**src/rtl/alu_arb_pkg.sv**
```systemverilog
// Shared types and helpers for the ALU request arbiter: FSM state encoding,
// default timeout and the round-robin pointer advance.
package alu_arb_pkg;

    typedef enum logic [1:0] {
        ST_IDLE  = 2'd0,
        ST_ISSUE = 2'd1,
        ST_WAIT  = 2'd2,
        ST_RESP  = 2'd3
    } arb_state_e;

    localparam int DEFAULT_TIMEOUT = 15;

    // Priority moves to the requester just after the one that was served.
    function automatic int rr_advance(input int owner, input int num_req);
        return (owner + 1 >= num_req) ? 0 : owner + 1;
    endfunction

endpackage

```
**src/rtl/rr_picker.sv**
```systemverilog
// Combinational round-robin picker: first valid requester at or after rr_ptr,
// wrapping from NUM_REQ-1 back to 0.
module rr_picker #(
    parameter int NUM_REQ = 4,
    parameter int IDX_W   = 2
) (
    input  logic [NUM_REQ-1:0] req_valid,
    input  logic [IDX_W-1:0]   rr_ptr,
    output logic [NUM_REQ-1:0] grant,
    output logic [IDX_W-1:0]   grant_idx,
    output logic               grant_any
);

    always_comb begin
        int cand;
        grant     = '0;
        grant_idx = '0;
        grant_any = 1'b0;
        cand      = 0;
        for (int i = 0; i < NUM_REQ; i++) begin
            // rr_ptr is always below NUM_REQ, so one wrap is enough.
            cand = int'(rr_ptr) + i;
            if (cand >= NUM_REQ) cand = cand - NUM_REQ;
            if (!grant_any && req_valid[cand]) begin
                grant[cand] = 1'b1;
                grant_idx   = IDX_W'(cand);
                grant_any   = 1'b1;
            end
        end
    end

endmodule

```
**src/rtl/alu_req_arbiter.sv**
```systemverilog
// Shares one ALU between NUM_REQ requesters: round-robin accept, one-cycle
// start pulse, wait for rvalid or timeout, then return the result to the owner.
module alu_req_arbiter
    import alu_arb_pkg::*;
#(
    parameter int NUM_REQ = 4,
    parameter int DATA_W  = 8,
    parameter int OP_W    = 3,
    parameter int TIMEOUT = DEFAULT_TIMEOUT
) (
    input  logic                      clk,
    input  logic                      reset_n,
    input  logic [NUM_REQ-1:0]        req_valid,
    input  logic [NUM_REQ*OP_W-1:0]   req_op,
    input  logic [NUM_REQ*DATA_W-1:0] req_a,
    input  logic [NUM_REQ*DATA_W-1:0] req_b,
    output logic [NUM_REQ-1:0]        req_ready,
    output logic                      alu_start,
    output logic [OP_W-1:0]           alu_op,
    output logic [DATA_W-1:0]         alu_a,
    output logic [DATA_W-1:0]         alu_b,
    input  logic                      alu_rvalid,
    input  logic [DATA_W-1:0]         alu_result,
    output logic [NUM_REQ-1:0]        rsp_valid,
    input  logic [NUM_REQ-1:0]        rsp_ready,
    output logic [DATA_W-1:0]         rsp_data,
    output logic                      rsp_err,
    output logic                      busy,
    output logic [1:0]                dbg_state
);

    localparam int IDX_W = $clog2(NUM_REQ);
    localparam int CNT_W = 8;

    arb_state_e         state_q, state_d;
    logic [IDX_W-1:0]   rr_ptr_q, owner_q;
    logic [CNT_W-1:0]   cnt_q;
    logic [NUM_REQ-1:0] grant;
    logic [IDX_W-1:0]   grant_idx;
    logic               grant_any;
    logic               expire;
    logic               rsp_hs;

    rr_picker #(.NUM_REQ(NUM_REQ), .IDX_W(IDX_W)) u_picker (
        .req_valid (req_valid),
        .rr_ptr    (rr_ptr_q),
        .grant     (grant),
        .grant_idx (grant_idx),
        .grant_any (grant_any)
    );

    // Handshakes: a request transfers in the IDLE cycle where req_valid[i] and
    // req_ready[i] are both high; a response transfers on the rising edge where
    // rsp_valid[owner] and rsp_ready[owner] are both high. rsp_valid, rsp_data
    // and rsp_err hold steady until that edge; rsp_ready of other bits is ignored.
    assign expire    = (cnt_q == CNT_W'(TIMEOUT - 1));
    assign rsp_hs    = (state_q == ST_RESP) && rsp_ready[owner_q];
    assign req_ready = (state_q == ST_IDLE) ? grant : '0;
    assign alu_start = (state_q == ST_ISSUE);
    assign rsp_valid = (state_q == ST_RESP) ? (NUM_REQ'(1) << owner_q) : '0;
    assign busy      = (state_q != ST_IDLE);
    assign dbg_state = state_q;

    always_ff @(posedge clk or negedge reset_n) begin
        if (!reset_n) state_q <= ST_IDLE;
        else          state_q <= state_d;
    end

    always_comb begin
        state_d = ST_IDLE;
        case (state_q)
            ST_IDLE:  state_d = grant_any ? ST_ISSUE : ST_IDLE;
            ST_ISSUE: state_d = ST_WAIT;
            ST_WAIT:  state_d = (alu_rvalid || expire) ? ST_RESP : ST_WAIT;
            ST_RESP:  state_d = rsp_hs ? ST_IDLE : ST_RESP;
            default:  state_d = ST_IDLE;
        endcase
    end

    always_ff @(posedge clk or negedge reset_n) begin
        if (!reset_n) begin
            rr_ptr_q <= '0;
            owner_q  <= '0;
            cnt_q    <= '0;
            alu_op   <= '0;
            alu_a    <= '0;
            alu_b    <= '0;
            rsp_data <= '0;
            rsp_err  <= 1'b0;
        end else begin
            case (state_q)
                ST_IDLE: begin
                    if (grant_any) begin
                        alu_op  <= req_op[int'(grant_idx)*OP_W +: OP_W];
                        alu_a   <= req_a[int'(grant_idx)*DATA_W +: DATA_W];
                        alu_b   <= req_b[int'(grant_idx)*DATA_W +: DATA_W];
                        owner_q <= grant_idx;
                    end
                end
                ST_ISSUE: cnt_q <= '0;
                ST_WAIT: begin
                    // A result arriving on the expiry cycle takes precedence.
                    if (alu_rvalid) begin
                        rsp_data <= alu_result;
                        rsp_err  <= 1'b0;
                    end else begin
                        cnt_q <= cnt_q + 1'b1;
                        if (expire) begin
                            rsp_data <= '0;
                            rsp_err  <= 1'b1;
                        end
                    end
                end
                ST_RESP: begin
                    if (rsp_hs) rr_ptr_q <= IDX_W'(rr_advance(int'(owner_q), NUM_REQ));
                end
                default: begin
                    rr_ptr_q <= '0;
                    owner_q  <= '0;
                    cnt_q    <= '0;
                    alu_op   <= '0;
                    alu_a    <= '0;
                    alu_b    <= '0;
                    rsp_data <= '0;
                    rsp_err  <= 1'b0;
                end
            endcase
        end
    end

endmodule

```
**config.mk**
```make
export PLATFORM = sky130hd
export DESIGN_NAME = alu_req_arbiter
export DESIGN_NICKNAME = d
export VERILOG_FILES = /design/src/rtl/alu_arb_pkg.sv /design/src/rtl/rr_picker.sv /design/src/rtl/alu_req_arbiter.sv
export SDC_FILE = /design/constraint.sdc
export NUM_CORES = 1
export LEC_CHECK = 0
export CAP_MARGIN = 0
export CELL_PAD_IN_SITES_DETAIL_PLACEMENT = 1
export CELL_PAD_IN_SITES_GLOBAL_PLACEMENT = 2
export CORE_ASPECT_RATIO = 1.5
export CORE_MARGIN = 10
export CORE_UTILIZATION = 25
export CTS_CLUSTER_SIZE = 8
export DETAILED_ROUTE_END_ITERATION = 16
export GPL_ROUTABILITY_DRIVEN = 0
export PLACE_DENSITY = 0.91
export SLEW_MARGIN = 30
export SYNTH_ARGS = -nofsm -noshare
export SYNTH_HDL_FRONTEND = slang
export SYNTH_HIERARCHICAL = 1
export SYNTH_SLANG_ARGS = --single-unit
export TNS_END_PERCENT = 50
```
**constraint.sdc**
```tcl
create_clock -name clk -period 3.5 [get_ports clk]
set_clock_uncertainty 0.15 [all_clocks]
set_input_delay 0.7 -clock clk [delete_from_list [all_inputs] [get_ports clk]]
set_output_delay 0.7 -clock clk [all_outputs]
set_load 0.05 [all_outputs]
```
Word-level counts from Yosys, hierarchy flattened --
Cells that the tools add are included.
Storage, ports and cells: register bits 42, logic and storage cells 116
Operators by class: $add $sub $neg 9, $mul 1, $lt $le $gt $ge 14, equal/unequal tests 5, shift-type cells 4, muxes and demuxes 51, bitwise logic cells 3, reduce and logical (&&, ||, !) cells 20
Operators by type and width (count):
- $ge A32 B1 Y1 const B | 4
- $lt A32 B4 Y1 const B | 4
- $mux W32 | 4
- $ge A32 B4 Y1 const B | 3
- $sub A32 B4 Y32 const B | 3
- $shiftx A32 B6 Y8 | 2
- $mux W4 | 6
- $mux W8 | 3
- $mux W1 | 21
- $pmux W8 S2 | 1
- $mux W2 | 6
- $or A4 B4 Y4 | 3
- $shiftx A12 B5 Y3 | 1
- $bmux W1 S2 | 5
- $add A8 B1 Y8 const B | 1
- $demux W1 S2 | 4
- $eq A8 B4 Y1 const B | 1
- $logic_and A1 B1 Y1 | 8
- $pmux W2 S4 | 1
- $reduce_and A2 Y1 | 4
- $add A2 B1 Y3 const B | 2
- $add A2 B2 Y3 const B | 2
- $reduce_bool A2 Y1 | 3
- $eq A2 B2 Y1 const B | 2
- other kinds (11) | 13

Depth between registers and ports, before layout --
Gate-level depths: netlist of run 1.
depth in word-level cells 17, gate-level depth with buffers 11

By module --
Netlist of run 1, hierarchy kept.
Modules (own cells, without submodules):
- alu_req_arbiter | times used 1, cells an instance 185, area an instance 2388.5 um^2, seq. area each 1051.0 um^2
- rr_picker | times used 1, cells an instance 48, area an instance 460.4 um^2, seq. area each 0.0 um^2

Worst setup path before layout of run 1 --
Ideal clock, no wire load.
kind flip-flop to output port, from register rr_ptr_q[0], to output port req_ready[0], arrival time 2361 ps, required time 2650 ps, slack 289 ps, cell stages (with the launch flop) 10, buffers on the path 2, cells stage by stage dfrtp_1 -> buf_6 -> inv_1 -> ha_1 -> mux4_2 -> buf_6 -> nor4b_4 -> a22oi_1 -> o21ai_0 -> and2_1
On the way: longest elaborated chain between the ends 16, elaborated cells between the ends (all ways) 64, those cells by class add/sub (7); order compare (12); mux (32); bitwise (3); reduce/logical (10)
Ends and longest elaborated chain:
- start, declared | line alu_req_arbiter.sv:36 | logic [IDX_W-1:0] rr_ptr_q, owner_q;
- start signal, assigned | line alu_req_arbiter.sv:115 | if (rsp_hs) rr_ptr_q <= IDX_W'(rr_advance(int'(owner_q), NUM_REQ));
- branches (longest 14 deep; another with $sub A32 B4 Y32)
- $mux W4 * | line rr_picker.sv:24 | if (!grant_any && req_valid[cand]) begin
- named net grant[0] | line alu_req_arbiter.sv:38 | logic [NUM_REQ-1:0] grant;
- $mux W4 * | line alu_req_arbiter.sv:58 | assign req_ready = (state_q == ST_IDLE) ? grant : '0;
- end, declared | line alu_req_arbiter.sv:17 | output logic [NUM_REQ-1:0] req_ready,
Mark *: on every way through the listed nets, which the timed path passes. The select of a mux whose other input is x is not followed.

Final worst setup path of run 1 --
from input port req_valid[3], to output port req_ready[2]
On the way: longest elaborated chain between the ends 14, elaborated cells between the ends (all ways) 29, those cells by class mux (20); bitwise (3); reduce/logical (6)
Ends and longest elaborated chain:
- start, declared | line alu_req_arbiter.sv:13 | input logic [NUM_REQ-1:0] req_valid,
- $bmux W1 S2 | line rr_picker.sv:24
- $mux W1 (implied by the code) (2 in a row) | line rr_picker.sv:24
- $mux W1 | line rr_picker.sv:24
- $logic_not A1 Y1 | line rr_picker.sv:24
- $logic_and A1 B1 Y1 | line rr_picker.sv:24
- $mux W1 | line rr_picker.sv:24
- $logic_not A1 Y1 | line rr_picker.sv:24
- $logic_and A1 B1 Y1 | line rr_picker.sv:24
- $mux W1 | line rr_picker.sv:24
- $logic_not A1 Y1 | line rr_picker.sv:24
- $logic_and A1 B1 Y1 | line rr_picker.sv:24
- $mux W4 * | line rr_picker.sv:24
- named net grant[2] | line alu_req_arbiter.sv:38
- $mux W4 * | line alu_req_arbiter.sv:58
Mark *: on every way through the listed nets, which the timed path passes. The rest lies on a longest branch. The select of a mux whose other input is x is not followed.

==> impl_metrics.yaml, run 1 <==
run_status:
  result_of_the_run: "finished, final reports clean"
yosys:
  synth-main-ff-cell: "dfrtp_1"
  synth-seq-area-share: 0.369
  post_synthesis_async_set_or_reset_flop_share: 1.00
  synthCells: 233
  syn_avg_cell_area_um2: 12.2
  syn_nets: 342
  number_of_flops_mapped_to_enable_cells_by_yosys: 0
  yosysWarningCount: 6
  synth-seq-cells: 42
  cell_area_after_synthesis_um2: 2850
  synth.distinct_cells: 41
global_routing:
  grt_max_degree: 43
  globalRoute.totalOverflow: 0
  antenna_violations_before_repair: 1
  grt.total_usage: 0.125
  grt_pass1_vias: 2820
  grt_pass1_wl_um: 15600
sta:
  min_period_over_period: 0.955
  setup_viol_count_final: 0
  grt_setup_unrepaired: "no"
  achievable-frequency_mhz: 299
  drv_slew: 0
  tightest_slew_ns: 0.575
  total_count_of_hold_check_failures_in_the_final_report: 0
  fin_crit_ns: 3.34
  max_slew_margin: 0.617
die:
  dieWidth_um: 107
  initial_utilization: 0.256
  core_area_um2: 11100
  num_rows: 47
  die_h_um: 151
  area_of_the_die_um2: 16200
  ios: 135
finish:
  most_common_cell_after_layout_fill_and_taps_aside: "clkdlybuf4s50_1"
  commonest_cells_after_routing_fill_and_taps_aside: "125 x clkdlybuf4s50_1, 42 x dfrtp_1, 25 x mux2_2, 23 x mux4_2, 19 x inv_1"
  area_growth_pct: 62.8
  antenna_diodes: 0
  nets_finish: 484
  layout-drive-gt1-share: 0.218
  n_fill_cell: 1194
  finish.utilization: 0.417
routing:
  routed-via-count: 2501
  avgRoutedWirePerCell_um: 19.6
  drcViolationCount: 0
  route.detailed.vias_per_inst: 4.78
  detail_route.wirelength_um: 10200
  route.antenna.remaining_nets: 0
  initialDrtViolationCount: 33
  drt_pass1_iterations: 4
critical_path:
  setup.worst_path.start_class: "input pin"
  worst_path_largest_cell_delay_ns: 0.52
  setup.worst_path.end_class: "output port"
  critPathTopFamily: "simple AND/OR/NAND/NOR gates"
  crit_path_dat_ns: 2.49
  crit_path_max_fanout: 5
  critical_path_required_ns: 2.65
  setup.worst_path.class: "input pin to output port"
  critical_path.n_buffers_inverters: 2
  cpMaxStageDelayCell: "mux4_2"
  crit_path_cell_trace: "dlygate4sd2_1 -> mux4_2 -> nor4b_4 -> a22oi_1 -> o21ai_0 -> and2_1 -> buf_12"
cts:
  clk_pin_slew_worst_setup_hold_paths_ns: 0.06
  clock_sink_count: 42
  cts_made_buffers: 5
  worst_skew_pair.late_latency_ns: 0.29
  root_buffer: "clkbuf_16"
  cts_hold_repair.buffers: 0
  htreeDepth: 2
  cts_tree: "built"
  max-clock-path-buffers: 2
pwr:
  ir_worst_vdd_mv: 0.604
  leakage_nw: 1.90
  powerDensity_nw_per_um2: 1010
  total_power_mw: 4.70
placement:
  port-buffer-count: 134
  post-dp-hpwl_um: 8420
min_path:
  hold_path.class: "input pin to asynchronous set/reset pin"
run:
  max_cap_violations: 0
## cell type report
class	instances	area, um2	share of cell area
clock buffers	6	129	0.0278
clock inverters	2	37.5	0.00809
inverters	19	71.3	0.0154
multi-input cells	158	1650	0.356
flip-flops and latches	42	1050	0.227
well taps	147	184	0.0397
repair buffers	149	1510	0.326
## stage by stage
stage | TNS (ns) | hold WS [ns] | setup WS [ns] | area (um2) | std cells
4_1_cts | 0 | 0.279 | 0.109 | 4640 | 523
3_5_place_dp | -3.12 | 0.319 | -0.181 | 4480 | 514
5_1_grt | 0 | 0.302 | 0.0157 | 4640 | 523
3_3_place_gp | -1.62 | 0.304 | -0.115 | 4470 | 514
2_1_floorplan | 0 | 0.254 | 0.289 | 2850 | 233
6_report | 0 | 0.261 | 0.158 | 4640 | 523
## Yosys cell counts, types with 2 or more instances
library cell	count	share of area
a21oi_1	2	0.0035
a22oi_1	16	0.042
a31oi_1	3	0.0066
a41oi_1	2	0.0061
and2_1	6	0.013
and3_1	6	0.013
buf_2	4	0.0070
buf_4	2	0.0053
buf_6	2	0.0079
clkbuf_1	6	0.0079
dfrtp_1	42	0.37
ha_1	14	0.061
inv_1	19	0.025
mux2_2	25	0.099
mux2i_1	4	0.014
mux4_1	3	0.028
mux4_2	21	0.17
nand2_1	8	0.011
nand2b_1	4	0.0088
nand3_1	3	0.0053
nand4_1	3	0.0066
nor2_1	5	0.0066
o21ai_0	15	0.026
## flip-flops by register name, indices dropped and copies added, names as in the netlist
| register | count |
|---|---|
| alu_a | 8 |
| alu_b | 8 |
| alu_op | 3 |
| cnt_q | 8 |
| dbg_state | 2 |
| owner_q | 2 |
| rr_ptr_q | 2 |
| rsp_data | 8 |
| rsp_err | 1 |
## logic make-up after synthesis
| group | count (synthesis) | share of synthesized area |
|---|---|---|
| muxes | 53 | 0.307 |
| AOI/OAI and AO/OA | 46 | 0.110 |
| and+or+nand+nor | 45 | 0.0997 |
| DFF | 42 | 0.369 |
| buffers and inverters | 33 | 0.0531 |
| adders and majority gates | 14 | 0.0615 |
## final timing paths
kind,startpoint,slack [ns],depth (start not counted),end
worst max-delay path,req_valid[3],0.16,7,req_ready[2]
worst min-delay path,reset_n,0.26,1,alu_a[2]
worst max register to register,rr_ptr_q[1],0.36,10,alu_a[1]
worst min register to register,cnt_q[7],0.33,1,cnt_q[7]
max in group asynchronous,reset_n,2.55,1,rsp_data[7]
min in group clk,cnt_q[7],0.33,1,cnt_q[7]
## worst reg2reg max path, stage by stage, from the launching register on
cell and delay, ns:
dfrtp_1 0.35, inv_1 0.10, ha_1 0.38, mux4_2 0.38
and2b_2 0.29, o21ai_0 0.08, buf_4 0.15, o31ai_4 0.05
buf_4 0.26, mux4_2 0.54, mux2_2 0.28
## routing by layer
| layer | up-vias | routed length (um) | global-route usage | share of wire |
|---|---|---|---|---|
| met5 | - | 0 | 0 | 0 |
| met4 | 0 | 222 | 0.0455 | 0.022 |
| met3 | 12 | 554 | 0.0364 | 0.054 |
| met2 | 61 | 5970 | 0.244 | 0.58 |
| met1 | 1261 | 3490 | 0.120 | 0.34 |
| li1 | 1167 | - | - | - |
## timing repair
item / CTS / global route
setup buffers: 1 / 0
pin swaps: 2 / 1
endpoints found under the setup margin: 4 / 1
hold endpoints to repair: 0 / 0
gates resized for setup: 6 / 0
## report_power, final
| group | leakage, nW | switching [mW] | internal (mW) | total, mW |
|---|---|---|---|---|
| sequential | 0.507 | 0.186 | 0.708 | 0.894 |
| clock | 0.0771 | 0.197 | 0.337 | 0.534 |
| combinational | 1.32 | 1.76 | 1.52 | 3.27 |
| total | 1.90 | 2.14 | 2.56 | 4.70 |
Note: power is estimated with default switching activity, not from simulation.
==> run 2, diff against run 1 <==
--- a/config.mk
+++ b/config.mk
@@ -10,11 +10,11 @@
 export CELL_PAD_IN_SITES_GLOBAL_PLACEMENT = 2
 export CORE_ASPECT_RATIO = 1.5
 export CORE_MARGIN = 10
-export CORE_UTILIZATION = 25
+export CORE_UTILIZATION = 27
 export CTS_CLUSTER_SIZE = 8
 export DETAILED_ROUTE_END_ITERATION = 16
 export GPL_ROUTABILITY_DRIVEN = 0
-export PLACE_DENSITY = 0.91
+export PLACE_DENSITY = 0.95
 export SLEW_MARGIN = 30
 export SYNTH_ARGS = -nofsm -noshare
 export SYNTH_HDL_FRONTEND = slang
==> constraint.sdc (replaced) <==
create_clock -name clk -period 4.1 [get_ports clk]
set_clock_uncertainty 0.15 [all_clocks]
set_input_delay 0.82 -clock clk [delete_from_list [all_inputs] [get_ports clk]]
set_output_delay 0.82 -clock clk [all_outputs]
set_load 0.05 [all_outputs]
==> run 2 against run 1 <==
  * Clock power decreased by 25%
  * Critical path depth unchanged
  * Setup slack better by 0.042 ns
  * Global-route usage increased by 0.79 points
  * Sequential share of layout area up 0.37 points
  * Cell count shrank 2.5%
  * Register-to-register slack improved by 0.59 ns
  * Die area fell by 6.2%
  * Total power shrank 18%
==> impl_metrics.yaml, run 2 (same netlist as run 1, synthesis figures left out) <==
run_status:
  result_of_the_run: "finished, final reports clean"
routing:
  avgRoutedWirePerCell_um: 19.8
  drt_pass1_iterations: 4
  route.antenna.remaining_nets: 0
  initialDrtViolationCount: 81
  detail_route.wirelength_um: 10100
  routed-via-count: 2491
  route.detailed.vias_per_inst: 4.88
  drcViolationCount: 0
critical_path:
  critPathLaunch: "req_valid[2]"
  rrSetupSlack_ns: 0.95
  r2r_cells: 9
  crit_path_dat_ns: 2.93
  r2r_start: "rr_ptr_q[1]"
  critical_path_required_ns: 3.13
  setup.worst_path.class: "input pin to output port"
  crit_path_end: "req_ready[0]"
  crit_path_max_fanout: 10
  setup.worst_path.end_class: "output port"
  setup.worst_path.start_class: "input pin"
  worstReg2RegEnd: "alu_a[1]"
sta:
  min_period_over_period: 0.951
  max_slew_margin: 0.620
  fin_crit_ns: 3.90
  setup_viol_count_final: 0
  tightest_slew_ns: 0.568
  achievable-frequency_mhz: 256
  grt_setup_unrepaired: "no"
  total_count_of_hold_check_failures_in_the_final_report: 0
  timing.setup.tns_ns: 0
  drv_slew: 0
cts:
  clock_sink_count: 42
  cts_made_buffers: 5
  max-clock-path-buffers: 2
  root_buffer: "clkbuf_16"
  post_cts_setup_buffers: 0
  htreeDepth: 2
  cts_tree: "built"
  cts_resized: 0
  cts_hold_repair.buffers: 0
  worst_skew_pair.late_latency_ns: 0.29
  clk_pin_slew_worst_setup_hold_paths_ns: 0.06
global_routing:
  grt.total_usage: 0.133
  grt_pass1_wl_um: 16000
  grt_max_degree: 43
  antenna_violations_before_repair: 0
  grt_pass1_vias: 2801
  globalRoute.totalOverflow: 0
placement:
  placement.cell_area_um2: 4410
  post-dp-hpwl_um: 8400
  port-buffer-count: 134
min_path:
  hold_path.class: "register to register"
finish:
  commonest_cells_after_routing_fill_and_taps_aside: "129 x clkdlybuf4s50_1, 42 x dfrtp_1, 25 x mux2_2, 21 x mux4_2, 19 x inv_1"
  layout-drive-gt1-share: 0.201
  seqCellArea_um2: 1050
  multi_input_combinational_cell_area_um2: 1660
  most_common_cell_after_layout_fill_and_taps_aside: "clkdlybuf4s50_1"
  nets_finish: 477
  antenna_diodes: 0
  area_growth_pct: 60.1
  n_fill_cell: 1140
  design_area_um2: 4560
pwr:
  leakage_nw: 1.86
  powerDensity_nw_per_um2: 850
  ir_worst_vdd_mv: 0.389
die:
  area_of_the_die_um2: 15100
  initial_utilization: 0.278
  dieWidth_um: 104
  die_h_um: 146
  num_rows: 45
  core_area_um2: 10200
  ios: 135
run:
  max_cap_violations: 0
[run 2: layout make-up]
type | instances | area share
clock buffers | 6 | 0.0304
clock inverters | 2 | 0.00274
inverters | 19 | 0.0156
multi-input cells | 158 | 0.364
flip-flops and latches | 42 | 0.230
well taps | 141 | 0.0387
repair buffers | 142 | 0.318
[run 2: power by group]
group / leakage (nW) / switching (mW) / total [mW] / internal (mW)
Combinational: 1.28 / 1.47 / 2.71 / 1.24
Clock: 0.0729 / 0.162 / 0.403 / 0.241
Sequential: 0.507 / 0.159 / 0.763 / 0.604
Total: 1.86 / 1.79 / 3.88 / 2.09
[run 2: through the flow]
step / power (mW) / setup slack, ns / hold slack (ns) / utilization / std cells
5_1_grt: 4.15 / 0.0818 / 0.360 / 0.445 / 510
6_report: 3.88 / 0.200 / 0.321 / 0.445 / 510
2_1_floorplan: 2.65 / 0.761 / 0.286 / - / 233
3_3_place_gp: 3.46 / 0.253 / 0.305 / 0.430 / 502
3_5_place_dp: 3.53 / 0.212 / 0.316 / 0.430 / 502
4_1_cts: 3.95 / 0.194 / 0.325 / 0.445 / 510
[run 2: how the worst min path moves through the flow]
stage                     startpoint       end  cells after the start
after floorplan             cnt_q[7]  cnt_q[7]                      1
after global placement      cnt_q[7]  cnt_q[7]                      1
after detailed placement    cnt_q[7]  cnt_q[7]                      1
after CTS                   cnt_q[7]  cnt_q[7]                      1
after global routing        cnt_q[7]  cnt_q[7]                      1
final                       cnt_q[7]  cnt_q[7]                      1
[run 2: metal layers]
metal | part of all wire | global-route usage
met1 | 0.35 | 0.132
met2 | 0.59 | 0.261
met3 | 0.041 | 0.0301
met4 | 0.015 | 0.0440
met5 | 0 | 0
[run 2: worst max-delay path, stage by stage]
cell and delay [ns]:
clkdlybuf4s50_1 0.47, mux4_2 0.63, nor4b_4 0.44, a22oi_1 0.12, o21ai_0 0.10, and2_1 0.20
buf_12 0.15
==> run 3, diff against run 2 <==
--- a/config.mk
+++ b/config.mk
@@ -10,11 +10,11 @@
 export CELL_PAD_IN_SITES_GLOBAL_PLACEMENT = 2
 export CORE_ASPECT_RATIO = 1.5
 export CORE_MARGIN = 10
-export CORE_UTILIZATION = 27
+export CORE_UTILIZATION = 26
 export CTS_CLUSTER_SIZE = 8
 export DETAILED_ROUTE_END_ITERATION = 16
 export GPL_ROUTABILITY_DRIVEN = 0
-export PLACE_DENSITY = 0.95
+export PLACE_DENSITY = 0.93
 export SLEW_MARGIN = 30
 export SYNTH_ARGS = -nofsm -noshare
 export SYNTH_HDL_FRONTEND = slang
==> run 3 against run 2 <==
  * Cell area grew 1.1%
  * Sequential power hardly changed
  * Die area rose by 3.2%
  * Highest routed layer unchanged
  * Clock power rose by 33%
  * Largest power group unchanged
  * Sequential share of layout area decreased by 0.24 points
  * Cell count up 0.20%
  * Total power up 3.7%
==> impl_metrics.yaml, run 3 (same netlist as run 1, synthesis figures left out) <==
run_status:
  result_of_the_run: "finished, final reports clean"
cts:
  clk_pin_slew_worst_setup_hold_paths_ns: 0.06
  cts_hold_repair.buffers: 0
  worst_skew_pair.late_latency_ns: 0.29
  htreeDepth: 2
  cts_resized: 0
  root_buffer: "clkbuf_16"
  post_cts_setup_buffers: 0
  cts_made_buffers: 5
  cts_tree: "built"
  clock_sink_count: 42
  max-clock-path-buffers: 2
die:
  core_area_um2: 10600
  area_of_the_die_um2: 15600
  die_h_um: 148
  initial_utilization: 0.268
  ios: 135
  dieWidth_um: 105
  num_rows: 46
finish:
  n_fill_cell: 1124
  layout-drive-gt1-share: 0.196
  most_common_cell_after_layout_fill_and_taps_aside: "clkdlybuf4s50_1"
  seqCellArea_um2: 1050
  layoutNonFillerInstCount: 511
  commonest_cells_after_routing_fill_and_taps_aside: "129 x clkdlybuf4s50_1, 42 x dfrtp_1, 25 x mux2_2, 21 x mux4_2, 19 x inv_1"
  area_growth_pct: 61.8
  design_area_um2: 4610
  nets_finish: 475
  antenna_diodes: 0
  multi_input_combinational_cell_area_um2: 1660
critical_path:
  critical_path.n_buffers_inverters: 2
  rrSetupSlack_ns: 0.93
  cpMaxStageDelayCell: "mux4_2"
  crit_path_max_fanout: 10
  setup.worst_path.end_class: "output port"
  crit_path_dat_ns: 2.95
  worst_path_largest_cell_delay_ns: 0.62
  crit_path_cell_trace: "clkdlybuf4s50_1 -> mux4_2 -> nor4b_4 -> a22oi_1 -> o21ai_0 -> and2_1 -> buf_12"
  critPathTopFamily: "simple AND/OR/NAND/NOR gates"
  setup.worst_path.class: "input pin to output port"
  setup.worst_path.start_class: "input pin"
  critical_path_required_ns: 3.13
sta:
  min_period_over_period: 0.955
  tightest_slew_ns: 0.587
  fin_crit_ns: 3.92
  total_count_of_hold_check_failures_in_the_final_report: 0
  setup_viol_count_final: 0
  timing.setup.tns_ns: 0
  max_slew_margin: 0.609
  achievable-frequency_mhz: 255
  drv_slew: 0
  grt_setup_unrepaired: "no"
  finalHoldWorstSlack_ns: 0.336
global_routing:
  grt.total_usage: 0.130
  antenna_violations_before_repair: 0
  grt_pass1_vias: 2739
  grt_pass1_wl_um: 15800
  grt_max_degree: 43
  globalRoute.totalOverflow: 0
pwr:
  powerDensity_nw_per_um2: 872
  ir_worst_vdd_mv: 0.364
  leakage_nw: 1.88
placement:
  placed_cells_incl_taps: 503
  post-dp-hpwl_um: 8300
  placement.cell_area_um2: 4410
  port-buffer-count: 134
routing:
  drt_pass1_iterations: 4
  drcViolationCount: 0
  detail_route.wirelength_um: 10200
  initialDrtViolationCount: 68
  avgRoutedWirePerCell_um: 19.9
  routed-via-count: 2501
  route.detailed.vias_per_inst: 4.89
  route.antenna.remaining_nets: 0
run:
  max_cap_violations: 0
min_path:
  hold_path.class: "register to register"
[run 3: layout make-up]
type | count | area share
Timing Repair Buffer | 140 | 0.314
Clock inverter | 2 | 0.0130
Tap cell | 144 | 0.0391
Inverter | 19 | 0.0155
Clock buffer | 6 | 0.0301
Sequential cell | 42 | 0.228
Multi-Input combinational cell | 158 | 0.360
[run 3: through the flow]
stage / setup slack (ns) / utilization / power, mW
2_1_floorplan: 0.761 / - / 2.65
3_3_place_gp: 0.239 / 0.414 / 3.46
3_5_place_dp: 0.192 / 0.414 / 3.53
4_1_cts: 0.180 / 0.433 / 4.08
5_1_grt: 0.00436 / 0.433 / 4.28
6_report: 0.184 / 0.433 / 4.02
[run 3: path summary, 6_finish.rpt]
| path | from | to | depth (start not counted) |
|---|---|---|---|
| setup / recovery | req_valid[2] | req_ready[3] | 7 |
| hold / removal | cnt_q[7] | cnt_q[7] | 1 |
| setup reg to reg | rr_ptr_q[1] | alu_a[6] | 9 |
| hold reg to reg | cnt_q[7] | cnt_q[7] | 1 |
| max in group asynchronous | reset_n | alu_b[4] | 1 |
| min in group asynchronous | reset_n | cnt_q[7] | 1 |
[run 3: report_power, final]
group          switching [mW]  internal [mW]
logic                    1.47           1.25
registers               0.161          0.604
clock network           0.169          0.366
total                    1.80           2.22
[run 3: metal layers]
| metal | vias up | track usage | part of all wire |
|---|---|---|---|
| li1 | 1155 | - | - |
| met1 | 1274 | 0.130 | 0.35 |
| met2 | 62 | 0.249 | 0.59 |
| met3 | 10 | 0.0329 | 0.045 |
| met4 | 0 | 0.0455 | 0.017 |
| met5 | - | 0 | 0 |
[run 3: worst reg2reg max path, delay by kind of cell (launching register included)]
family / cells / cell delay (ns)
DFF: 1 / 0.35
and+or+nand+nor: 1 / 0.31
adders and majority gates: 1 / 0.39
muxes: 3 / 1.26
AOI/OAI and AO/OA: 2 / 0.25
buffers and inverters: 2 / 0.34
